[src/rtl/bsg_piso_sched_pkg.sv]
// bsg_piso_sched_pkg: shared state encoding and id-width helper for the serial scheduler
package bsg_piso_sched_pkg;
  typedef enum logic [0:0] {eIDLE, eTX} state_e;
  function automatic int id_width(input int els);
    return (els == 1) ? 1 : $clog2(els);
  endfunction
endpackage

[src/rtl/bsg_piso_rr_arb.sv]
// bsg_piso_rr_arb: combinational round-robin pick starting after the last winner
module bsg_piso_rr_arb #(
  parameter int els_p   = 4,
  parameter int id_w_lp = 2
) (
  input  logic [els_p-1:0]   valid_i,
  input  logic [id_w_lp-1:0] last_i,
  input  logic               en_i,
  output logic [els_p-1:0]   grant_o,
  output logic [id_w_lp-1:0] id_o,
  output logic               v_o
);
  logic               hit;
  logic [id_w_lp-1:0] idx;
  always_comb begin
    hit  = 1'b0;
    idx  = '0;
    id_o = '0;
    for (int i = 1; i <= els_p; i++) begin
      idx = id_w_lp'((int'(last_i) + i) % els_p);
      if (!hit && valid_i[idx]) begin
        hit  = 1'b1;
        id_o = idx;
      end
    end
    v_o     = en_i && hit;
    grant_o = v_o ? els_p'(1) << id_o : '0;
  end
endmodule

[src/rtl/bsg_piso_rr_sched.sv]
// bsg_piso_rr_sched: round-robin arbitration of parallel words onto one serial link,
// each frame carrying the winner id (LSB first) followed by its payload (LSB first)
module bsg_piso_rr_sched
  import bsg_piso_sched_pkg::*;
#(
  parameter int els_p   = 4,
  parameter int width_p = 8
) (
  input  logic                     clk_i,
  input  logic                     reset_n_i,
  input  logic [els_p-1:0]         valid_i,
  input  logic [els_p*width_p-1:0] data_i,
  output logic [els_p-1:0]         yumi_o,
  output logic                     valid_o,
  output logic                     data_o,
  output logic                     frame_start_o,
  input  logic                     yumi_i
);
  localparam int id_w_lp    = id_width(els_p);
  localparam int frame_w_lp = id_w_lp + width_p;
  localparam int ctr_w_lp   = $clog2(frame_w_lp);
  localparam logic [ctr_w_lp-1:0] ctr_last_lp = ctr_w_lp'(frame_w_lp - 1);

  state_e                  state_q, state_d;
  logic [ctr_w_lp-1:0]     ctr_q, ctr_d;
  logic [frame_w_lp-1:0]   frame_q, frame_d;
  logic [id_w_lp-1:0]      last_q, last_d, id;
  logic                    grant_v, done, grant_en;

  assign done = (state_q == eTX) && (ctr_q == ctr_last_lp) && yumi_i;
  // gated by reset so no accept can leak out while the block is held in reset
  assign grant_en = reset_n_i && ((state_q == eIDLE) || done);

  bsg_piso_rr_arb #(.els_p(els_p), .id_w_lp(id_w_lp)) arb (
    .valid_i(valid_i),
    .last_i (last_q),
    .en_i   (grant_en),
    .grant_o(yumi_o),
    .id_o   (id),
    .v_o    (grant_v)
  );

  always_comb begin
    state_d = state_q;
    ctr_d   = ctr_q;
    frame_d = frame_q;
    last_d  = last_q;
    if (grant_v) begin
      state_d = eTX;
      ctr_d   = '0;
      frame_d = {data_i[int'(id)*width_p +: width_p], id};
      last_d  = id;
    end else if (done) state_d = eIDLE;
    else if ((state_q == eTX) && yumi_i && (ctr_q != ctr_last_lp)) ctr_d = ctr_q + 1'b1;
  end

  always_ff @(posedge clk_i or negedge reset_n_i) begin
    if (!reset_n_i) begin
      state_q <= eIDLE;
      ctr_q   <= '0;
      frame_q <= '0;
      last_q  <= id_w_lp'(els_p - 1);
    end else begin
      state_q <= state_d;
      ctr_q   <= ctr_d;
      frame_q <= frame_d;
      last_q  <= last_d;
    end
  end

  assign valid_o       = (state_q == eTX);
  assign data_o        = frame_q[ctr_q];
  assign frame_start_o = valid_o && (ctr_q == '0);
endmodule
[config.mk]
export PLATFORM = sky130hd
export DESIGN_NAME = bsg_piso_rr_sched
export DESIGN_NICKNAME = d
export VERILOG_FILES = /design/src/rtl/bsg_piso_sched_pkg.sv /design/src/rtl/bsg_piso_rr_arb.sv /design/src/rtl/bsg_piso_rr_sched.sv
export SDC_FILE = /design/constraint.sdc
export NUM_CORES = 1
export LEC_CHECK = 0
export ABC_AREA = 1
export BUFFER_PORTS_ARGS = -buffer_cell sky130_fd_sc_hd__buf_4
export CAP_MARGIN = 0
export CORE_MARGIN = 1.5
export CORE_UTILIZATION = 42
export CTS_CLUSTER_DIAMETER = 40
export DETAILED_ROUTE_END_ITERATION = 10
export PLACE_DENSITY = 0.7
export SYNTH_ARGS = -nofsm -noshare
export SYNTH_HDL_FRONTEND = slang
export SYNTH_HIERARCHICAL = 1
export SYNTH_SLANG_ARGS = --single-unit
[constraint.sdc]
create_clock -name clk_i -period 1.7 [get_ports clk_i]
set_input_delay 0.255 -clock clk_i [delete_from_list [all_inputs] [get_ports clk_i]]
set_output_delay 0.255 -clock clk_i [all_outputs]
set_load 0.005 [all_outputs]
==> qor.csv, run 1 <==
stage,metric,value,unit
placed_design,dp_cells,364,
critical_path,r2r_start,last_q[0],
yosys,ys.flop_type,dfrtp_1,
timing,slew_viol_final,0,
placed_design,place_area,2142,sq um
placed_design,port_buffers,45,
power,powerDensity,2333,nW/um^2
yosys,ys_ff_latch,17,
yosys,netlist_area,1585,sq um
clock_network,cts.clk_slew.worst_paths,0.06,ns
cells_and_area,nNetsFinal,381,
grt,antenna_found_initial,0,
placed_design,gp_congestion,0.8691,
yosys,synthTopCellsByArea,"dfrtp_1 (24%), nand2_1 (22%), nor2_1 (7.1%)",
grt,grt_usage,0.2131,
drt,routedWlPerCell,11.69,um
run_status,violations,negative setup slack,
timing,finalSetupTns,-10.37,ns
timing,timing.final.hold_violations,0,
die,die_y,64.44,um
clock_network,cts.sinks,17,
timing,worst_clock_skew,0.001279,ns
critical_path,crit_path_start_kind,register,
yosys,synth_edf_count,0,
clock_network,clk_path_buf_depth,2,
drt,via_per_inst,4.813,
drt,drt_wl_total,4.513,mm
die,ios,46,
clock_network,clk_latency,0.25,ns
yosys,avgSynthCellArea,6.316,sq um
timing,rsz0062_at_grt,true,
critical_path,critPathArrivalTime,2.06,ns
die,die_area,4152,sq um
power,cellLeakagePower,1.370,nW
timing,timing.hold.ws,0.2901,ns
drt,antenna_left,0,
clock_network,tritoncts,yes,
drt,dr.pass1.iters,4,
drt,drt-initial-drc-count,62,
yosys,synth_most_common_cell,nand2_1,
worst_hold_path,min-delay-start,data_i[12],
critical_path,worstSetupPathType,reg2out,
timing,tightest_slew,0.2199,ns
run_status,outcome,finished with violations,
critical_path,cp_max_fo,5,
worst_hold_path,hold_class,in2reg,
yosys,ys_seq_area_frac,0.2699,
worst_hold_path,worstHoldPathCells,5,
grt,grt_first_pass_wirelength,7.162,mm
yosys,syn_nets,293,
cells_and_area,syn_to_final_growth,61.25,%
drt,num_vias,1858,
cells_and_area,drive_gt1_frac,0.5000,
yosys,yosysUniqueCellTypes,28,
die,fp.coreArea,3633,sq um
critical_path,r2r-end,frame_q[5],
die,core.rowCount,22,
placed_design,dp_hpwl,2.955,mm
clock_network,h-tree-depth,1,
grt,grt_overflow,0,
die,initial_core_util,0.4363,
yosys,yosysTopAreaCellShare,0.2368,
timing,layout_min_cycle_time,2.314,ns
critical_path,r2r_cells,17,
timing,maxSlewHeadroom,0.8518,
cells_and_area,final_cell_area,2556,sq um
timing,finalSetupViolCount,21,
yosys,yosys-top-cells-count,"nand2_1 (91), nor2_1 (30), nand3_1 (18)",
critical_path,end_kind,primary output,
timing,period_share,1.361,
critical_path,r2r_setup_slack,-0.55,ns
run,drv_cap,0,
yosys,synth_area_leader_cell,dfrtp_1,
yosys,yosysWarnings,6,
cells_and_area,final_cells,386,
yosys,synthCells,251,
power,ir_worst_vdd,1.616,mV
grt,grt_pass1_vias,1749,
timing,setup_ws,-0.6135,ns
cells_and_area,n_antenna_cell,0,
clock_network,clockRootBuffer,clkbuf_8,
critical_path,cp.required,1.44,ns
yosys,async_reset_ff_frac,1.000,
die,dieWidth,64.44,um
drt,drc,0,
grt,grt_max_degree,18,
clock_network,numCtsBuffers,3,
timing,max_freq,0.4322,GHz
worst_hold_path,min_to,frame_q[6],
==> per-layer routing <==
layer / vias to the layer above / track usage / part of all wire
met5: - / 0 / 0
met3: 4 / 0.03646 / 0.020
met1: 867 / 0.2580 / 0.41
li1: 954 / - / -
met2: 33 / 0.3958 / 0.56
met4: 0 / 0.04255 / 0.0089
==> critical path: stages (launching register included) <==
cell and delay [ns]:
dfstp_2 0.60, buf_6 0.16, nand2_2 0.07, nand3_2 0.09, nand2_4 0.09, nor2_8 0.14, nand4_1 0.15, buf_4 0.16
buf_4 0.12, nand3_2 0.06, nor2_1 0.04, buf_4 0.12
==> power by group <==
part	switching [mW]	total (mW)	internal, mW
logic	2.59	4.94	2.35
clock network	0.135	0.301	0.166
registers	0.118	0.721	0.604
==> registers in the layout, summed over array words and instances (netlist names) <==
register  cells
ctr_q         4
frame_q      10
last_q        2
valid_o       1
==> cell families (layout without fill, tap and decap cells) <==
group,after synthesis,after routing,share of synthesized area
and+or+nand+nor,172,172,0.5028
buffers and inverters,35,122,0.1239
AOI/OAI and AO/OA,24,24,0.07972
DFF,17,17,0.2699
adders and majority gates,3,3,0.02368
==> what timing repair did <==
item / in CTS / in global routing
endpoints found under the hold margin: 15 / 0
gates resized for setup: 6 / 65
pin swaps: 3 / 25
endpoints found under the setup margin: 21 / 22
setup buffers: 9 / 8
hold buffers: 1 / 0
==> area by class of cell <==
class / count / area, sq um
Multi-Input combinational cell: 199 / 1141
Fill cell: 313 / 1077
Timing Repair Buffer: 90 / 752.0
Sequential cell: 17 / 427.9
Inverter: 28 / 130.1
Tap cell: 48 / 60.06
Clock buffer: 4 / 45.04
==> through the flow <==
stage,power [mW],utilization,setup slack (ns)
3_3_place_gp,4.350,0.5895,-0.4464
2_1_floorplan,3.426,-,-0.2113
6_report,5.963,0.7035,-0.6135
5_1_grt,6.497,0.7035,-0.7263
3_5_place_dp,4.396,0.5895,-0.4659
4_1_cts,5.012,0.6291,-0.5306
==> how the worst max path moves through the flow <==
stage                    from         end  slack [ns]  cells past startpoint
floorplan           last_q[0]  frame_q[2]       -0.21                     17
global placement    last_q[0]  frame_q[6]       -0.45                     14
detailed placement  last_q[0]  frame_q[6]       -0.47                     14
CTS                 last_q[0]  frame_q[3]       -0.53                     18
global route        last_q[0]   yumi_o[1]       -0.73                     12
finish              last_q[0]   yumi_o[2]       -0.61                     11
==> placed cells by master (no fill, tap or decap), types with 2 or more instances in the layout <==
master / instances
nand2_2: 21
inv_6: 3
nand4_1: 5
o21ai_0: 5
o21ai_1: 13
buf_4: 77
ha_1: 3
dfrtp_1: 15
buf_12: 2
buf_6: 7
nor2_1: 26
nand2_4: 13
inv_2: 8
o21ai_2: 5
nor2_4: 7
buf_8: 3
nand2_1: 69
inv_1: 15
dfstp_2: 2
nand3_1: 13
nand3_2: 7
nor2_2: 7
clkbuf_8: 3
No activity file was read; power rests on OpenSTA's default activity.
==> inputs of run 2 (changes only) <==
--- a/config.mk
+++ b/config.mk
@@ -6,13 +6,13 @@
 export NUM_CORES = 1
 export LEC_CHECK = 0
 export ABC_AREA = 1
-export BUFFER_PORTS_ARGS = -buffer_cell sky130_fd_sc_hd__buf_4
 export CAP_MARGIN = 0
 export CORE_MARGIN = 1.5
-export CORE_UTILIZATION = 42
+export CORE_UTILIZATION = 60
 export CTS_CLUSTER_DIAMETER = 40
 export DETAILED_ROUTE_END_ITERATION = 10
-export PLACE_DENSITY = 0.7
+export DONT_BUFFER_PORTS = 1
+export PLACE_DENSITY = 0.77
 export SYNTH_ARGS = -nofsm -noshare
 export SYNTH_HDL_FRONTEND = slang
 export SYNTH_HIERARCHICAL = 1
==> constraint.sdc (replaced) <==
create_clock -name clk_i -period 2.34 [get_ports clk_i]
set_input_delay 0.351 -clock clk_i [delete_from_list [all_inputs] [get_ports clk_i]]
set_output_delay 0.351 -clock clk_i [all_outputs]
set_load 0.005 [all_outputs]
==> qor.csv, run 2 (same netlist as run 1, synthesis figures left out) <==
stage,metric,value,unit,change
run_status,outcome,finished with violations,,
run_status,violations,negative setup slack,,
timing,layout_min_cycle_time,2.381,ns,
die,dieWidth,54.40,um,-16%
cells_and_area,layout_commonest_cell,nand2_1,,
die,fp.coreArea,2500,sq um,-31%
grt,grt_pass1_vias,1288,,-26%
timing,timing.hold.ws,0.2301,ns,-0.06003 ns
critical_path,crit_path_max_incr_delay,0.61,ns,about the same
cells_and_area,fill_cells,226,,-28%
die,core.rowCount,18,,-18%
clock_network,cts.clk_slew.worst_paths,0.11,ns,+0.05 ns
placed_design,port_buffers,0,,-100%
power,powerDensity,1810,nW/um^2,-22%
critical_path,worstSetupPathType,reg2out,,
cells_and_area,syn_to_final_growth,9.787,%,
cells_and_area,layout.area.seq,427.9,sq um,unchanged
die,die_y,54.40,um,-16%
cells_and_area,regMostFlops,frame_q,,
timing,timing.final.hold_violations,0,,unchanged
timing,slew_viol_final,0,,unchanged
critical_path,slowest_stage,dfstp_2,,
cells_and_area,final_cell_mix,"nand2_1 (87), nor2_1 (27), nand3_1 (18)",,
placed_design,dp_hpwl,2.487,mm,-16%
drt,num_vias,1521,,-18%
die,ios,46,,unchanged
drt,drt-initial-drc-count,27,,-56%
grt,grt_usage,0.2524,,+0.03935
die,initial_core_util,0.6341,,+0.1978
critical_path,end_kind,primary output,,
clock_network,tritoncts,yes,,
drt,drc,0,,unchanged
cells_and_area,drive_gt1_frac,0.2548,,-0.2452
clock_network,clk_path_buf_depth,2,,unchanged
clock_network,numCtsBuffers,3,,unchanged
critical_path,cpMostUsedCell,nand2_2,,
grt,grt_first_pass_wirelength,5.354,mm,-25%
timing,worst_clock_skew,0.004036,ns,+0.002757 ns
placed_design,dp_cells,279,,-23%
grt,antenna_found_initial,0,,unchanged
drt,dr.pass1.iters,4,,unchanged
timing,period_share,1.017,,
critical_path,cp_max_fo,10,,+5
power,ir_worst_vdd,1.478,mV,-8.5%
worst_hold_path,hold_class,in2reg,,
drt,drt_wl_total,3.627,mm,-20%
timing,tightest_slew,0.7890,ns,+0.5691 ns
timing,finalSetupViolCount,4,,-81%
clock_network,h-tree-depth,1,,unchanged
timing,maxSlewHeadroom,0.4723,,-0.3796
placed_design,gp_congestion,0.7724,,-11%
placed_design,place_area,1577,sq um,-26%
clock_network,clk_latency,0.30,ns,+0.05 ns
placed_design,detailedPlace.worstSlack,0.1759,ns,+0.6417 ns
run,drv_cap,0,,unchanged
timing,finalSetupTns,-0.1232,ns,+10.24 ns
cells_and_area,n_antenna_cell,0,,unchanged
clock_network,clockRootBuffer,clkbuf_4,,
cells_and_area,top_regs,"frame_q (10), ctr_q (4), last_q (2)",,
timing,setup_ws,-0.04068,ns,+0.5728 ns
power,cellLeakagePower,0.9267,nW,-32%
cells_and_area,nNetsFinal,306,,-20%
grt,grt_overflow,0,,unchanged
critical_path,crit_path_start_kind,register,,
cells_and_area,multi_input_area,992.2,sq um,-13%
cells_and_area,final_cells,293,,-24%
cells_and_area,final_cell_area,1740,sq um,-32%
critical_path,cp.required,1.99,ns,+0.55 ns
grt,grt_max_degree,18,,unchanged
critical_path,path_cells,inv_4 -> nand2_2 -> nand2_1 -> nand2_2 -> nand2_4 -> nor2_8 -> nand4_1 -> nand2_8 -> inv_2 -> nor2_2,,
cells_and_area,largest_reg_flops,10,,unchanged
timing,rsz0062_at_grt,true,,
drt,routedWlPerCell,12.38,um,+5.9%
die,die_area,2959,sq um,-29%
drt,via_per_inst,5.191,,+7.8%
critical_path,critPathArrivalTime,2.03,ns,-0.03 ns
drt,antenna_left,0,,unchanged
clock_network,cts.sinks,17,,unchanged
timing,max_freq,0.4200,GHz,
[run 2: cell count changes in the layout (fill, tap and decap cells not counted), sizes merged]
cell	change
clkbuf	-1
buf	-75
clkinv	+1
[run 2: cell type report]
| cell class | instances | area share |
|---|---|---|
| well taps | 30 | 0.02157 |
| multi-input cells | 199 | 0.5701 |
| repair buffers | 15 | 0.07764 |
| inverters | 28 | 0.06901 |
| clock buffers | 3 | 0.01294 |
| flip-flops and latches | 17 | 0.2459 |
| clock inverters | 1 | 0.002876 |
[run 2: path summary, 6_finish.rpt]
check / from / to / cells past startpoint / slack [ns]
min in group asynchronous: reset_n_i / ctr_q[3] / 1 / 0.56
hold reg to reg: frame_q[7] / frame_q[7] / 2 / 0.49
setup / recovery: last_q[0] / yumi_o[3] / 10 / -0.04
hold / removal: yumi_i / valid_o / 3 / 0.23
max in group asynchronous: reset_n_i / frame_q[3] / 1 / 1.29
setup reg to reg: last_q[0] / frame_q[2] / 15 / 0.08
[run 2: repair_timing]
| item | CTS | global route |
|---|---|---|
| pin swaps | 2 | 5 |
| cloned | 0 | 0 |
| setup endpoints to repair | 4 | 14 |
| setup buffers | 4 | 5 |
| resized for setup | 3 | 13 |
| hold endpoints to repair | 17 | 0 |
| hold buffers | 1 | 0 |
[run 2: stage by stage]
stage	power, mW	util
6_report	3.151	0.6962
5_1_grt	3.462	0.6962
4_1_cts	2.944	0.6632
3_5_place_dp	2.617	0.6306
3_3_place_gp	2.587	0.6306
2_1_floorplan	2.470	-
[run 2: where the power goes]
group          leakage (nW)  switching, mW  internal [mW]
clock                0.0177          0.106         0.0639
combinational         0.703           1.45          0.980
sequential            0.206          0.117          0.437
total                 0.927           1.67           1.48
[run 2: critical path, delay by kind of cell, from the launching register on]
kind | cells | cell delay (ns)
flip-flops | 1 | 0.61
AND/OR/NAND/NOR | 8 | 0.97
buffers and inverters | 2 | 0.13
[run 2: metal layers]
| metal | vias to the layer above | track usage | share of wire |
|---|---|---|---|
| met4 | 0 | 0.1292 | 0.026 |
| met3 | 8 | 0.03552 | 0.039 |
| li1 | 804 | - | - |
| met5 | - | 0 | 0 |
| met2 | 46 | 0.4438 | 0.49 |
| met1 | 663 | 0.2964 | 0.44 |
==> inputs of run 3 (changes only) <==
--- a/config.mk
+++ b/config.mk
@@ -7,6 +7,7 @@
 export LEC_CHECK = 0
 export ABC_AREA = 1
 export CAP_MARGIN = 0
+export CORE_ASPECT_RATIO = 0.7
 export CORE_MARGIN = 1.5
 export CORE_UTILIZATION = 60
 export CTS_CLUSTER_DIAMETER = 40
==> qor.csv, run 3 (same netlist as run 1, synthesis figures left out) <==
stage,metric,value,unit,change
run_status,outcome,"finished, final reports clean",,
cells_and_area,layout_commonest_cell,nand2_1,,
cells_and_area,top_regs,"frame_q (10), ctr_q (4), last_q (2)",,
drt,drt-initial-drc-count,73,,+170%
power,power_switching,1.611,mW,-3.5%
timing,tightest_slew,0.7952,ns,+0.006210 ns
die,initial_core_util,0.6399,,+0.005765
grt,grt_usage,0.2542,,+0.001793
timing,timing.final.hold_violations,0,,unchanged
clock_network,h-tree-depth,1,,unchanged
die,die_area,2964,sq um,+0.17%
power,cellLeakagePower,0.9154,nW,-1.2%
clock_network,clk_path_buf_depth,2,,unchanged
worst_hold_path,hold_class,in2reg,,
cells_and_area,final_cell_mix,"nand2_1 (87), nor2_1 (27), nand3_1 (16)",,
cells_and_area,largest_reg_flops,10,,unchanged
cells_and_area,syn_to_final_growth,9.945,%,
clock_network,clockRootBuffer,clkbuf_8,,
power,p_clk_frac,0.071,,+0.017
critical_path,cp.required,1.99,ns,about the same
grt,grt_pass1_vias,1305,,+1.3%
die,die_y,46.01,um,-15%
die,dieWidth,64.44,um,+18%
cells_and_area,finalCoreUtilization,0.7035,,+0.007339
placed_design,dp_hpwl,2.610,mm,+4.9%
clock_network,cts.clk_slew.worst_paths,0.06,ns,-0.05 ns
die,fp.coreArea,2477,sq um,-0.90%
drt,drc,0,,unchanged
timing,slew_viol_final,0,,unchanged
run,drv_cap,0,,unchanged
timing,period_share,0.9704,,-0.04696
power,pwr-share-comb,0.747,,-0.023
timing,worst_clock_skew,0.003812,ns,-0.0002242 ns
critical_path,crit_path_start_kind,register,,
critical_path,end_kind,primary output,,
cells_and_area,fill_cells,236,,+4.4%
grt,grt_overflow,0,,unchanged
cells_and_area,n_antenna_cell,0,,unchanged
critical_path,cp_max_fo,10,,unchanged
die,ios,46,,unchanged
timing,timing.hold.ws,0.2884,ns,+0.05832 ns
power,ir_worst_vdd,1.649,mV,+12%
placed_design,dp_cells,283,,+1.4%
drt,dr.pass1.iters,4,,unchanged
clock_network,numCtsBuffers,3,,unchanged
power,pwr-share-seq,0.182,,+0.006
drt,routedWlPerCell,11.87,um,-4.1%
drt,via_per_inst,5.243,,+1.0%
timing,rsz0062_at_grt,true,,
clock_network,clk_latency,0.25,ns,-0.05 ns
power,swShare,0.5306,,+0.0007165
timing,maxSlewHeadroom,0.4681,,-0.004154
cells_and_area,nNetsFinal,305,,-0.33%
drt,antenna_left,0,,unchanged
grt,grt_max_degree,18,,unchanged
drt,drt_wl_total,3.514,mm,-3.1%
timing,layout_min_cycle_time,2.271,ns,-0.1099 ns
timing,max_freq,0.4404,GHz,+4.8%
die,core.rowCount,15,,-3
cells_and_area,drive_gt1_frac,0.2557,,+0.0009723
placed_design,port_buffers,0,,unchanged
timing,finalSetupViolCount,0,,-4
critical_path,worstSetupPathType,reg2out,,
cells_and_area,final_cells,296,,+1.0%
power,powerDensity,1742,nW/um^2,-3.8%
clock_network,tritoncts,yes,,
drt,num_vias,1552,,+2.0%
power,p_int,1.426,mW,-3.8%
clock_network,cts.sinks,17,,unchanged
grt,antenna_found_initial,0,,unchanged
grt,grt_first_pass_wirelength,5.740,mm,+7.2%
cells_and_area,regMostFlops,frame_q,,
critical_path,critPathArrivalTime,1.92,ns,-0.11 ns
placed_design,gp_congestion,0.8497,,+10%
## run 3: changes by cell type in the layout (fill, tap and decap cells not counted), moves of 2 or more
| cell | before | now |
|---|---|---|
| buf_4 | 11 | 13 |
| clkbuf_8 | 0 | 3 |
| nand3_2 | 2 | 4 |
| nand3_1 | 18 | 16 |
| buf_6 | 2 | 0 |
| clkbuf_4 | 3 | 0 |
## run 3: worst paths after layout
check	from	endpoint	slack (ns)	depth (start not counted)
setup / recovery	last_q[0]	yumi_o[3]	0.07	10
hold / removal	yumi_i	valid_o	0.29	3
setup reg to reg	last_q[0]	frame_q[2]	0.13	14
hold reg to reg	frame_q[8]	frame_q[8]	0.48	2
max in group asynchronous	reset_n_i	frame_q[3]	1.21	1
min in group asynchronous	reset_n_i	valid_o	0.63	1
## run 3: power by group through the flow
stage	Sequential (mW)	Combinational, mW	Clock [mW]
floorplan	0.535	1.93	0
global route	0.572	2.57	0.231
global placement	0.554	2.05	0
detailed placement	0.558	2.06	0
CTS	0.547	2.16	0.221
finish	0.553	2.27	0.214
## run 3: repair_timing
action	CTS	global route
hold buffers	1	0
setup buffers	3	5
resized for setup	2	12
setup endpoints to repair	3	12
pin swaps	1	6
endpoints found under the hold margin	17	0
## run 3: routing by layer
layer | part of all wire | vias to the layer above | GRT usage
li1 | - | 808 | -
met1 | 0.47 | 686 | 0.3502
met2 | 0.45 | 54 | 0.3979
met3 | 0.074 | 4 | 0.07178
met4 | 0.011 | 0 | 0.06809
met5 | 0 | - | 0
## run 3: per-stage QoR
stage | worst slack [ns] | cell area [sq um] | power [mW] | setup TNS, ns
final | 0.06921 | 1743 | 3.037 | 0
after global routing | -0.02199 | 1743 | 3.369 | -0.07438
after CTS | 0.05241 | 1670 | 2.928 | 0
after detailed placement | 0.1202 | 1582 | 2.617 | 0
after global placement | 0.1478 | 1582 | 2.600 | 0
after floorplan | 0.4150 | 1585 | 2.470 | 0
## run 3: area by class of cell
cell class	count	area [sq um]	share of cell area
clock buffers	4	45.04	0.02584
inverters	28	122.6	0.07035
multi-input cells	199	997.2	0.5721
flip-flops and latches	17	427.9	0.2455
well taps	34	42.54	0.02441
repair buffers	14	107.6	0.06174
## run 3: critical path: stages, from the launching register on
cell and delay, ns:
dfstp_2 0.58, inv_4 0.08, nand2_2 0.08, nand2_2 0.07, nand2_2 0.10, nand2_4 0.09
nor2_8 0.13, nand4_1 0.22, nand2_8 0.16, inv_2 0.05, nor2_2 0.11
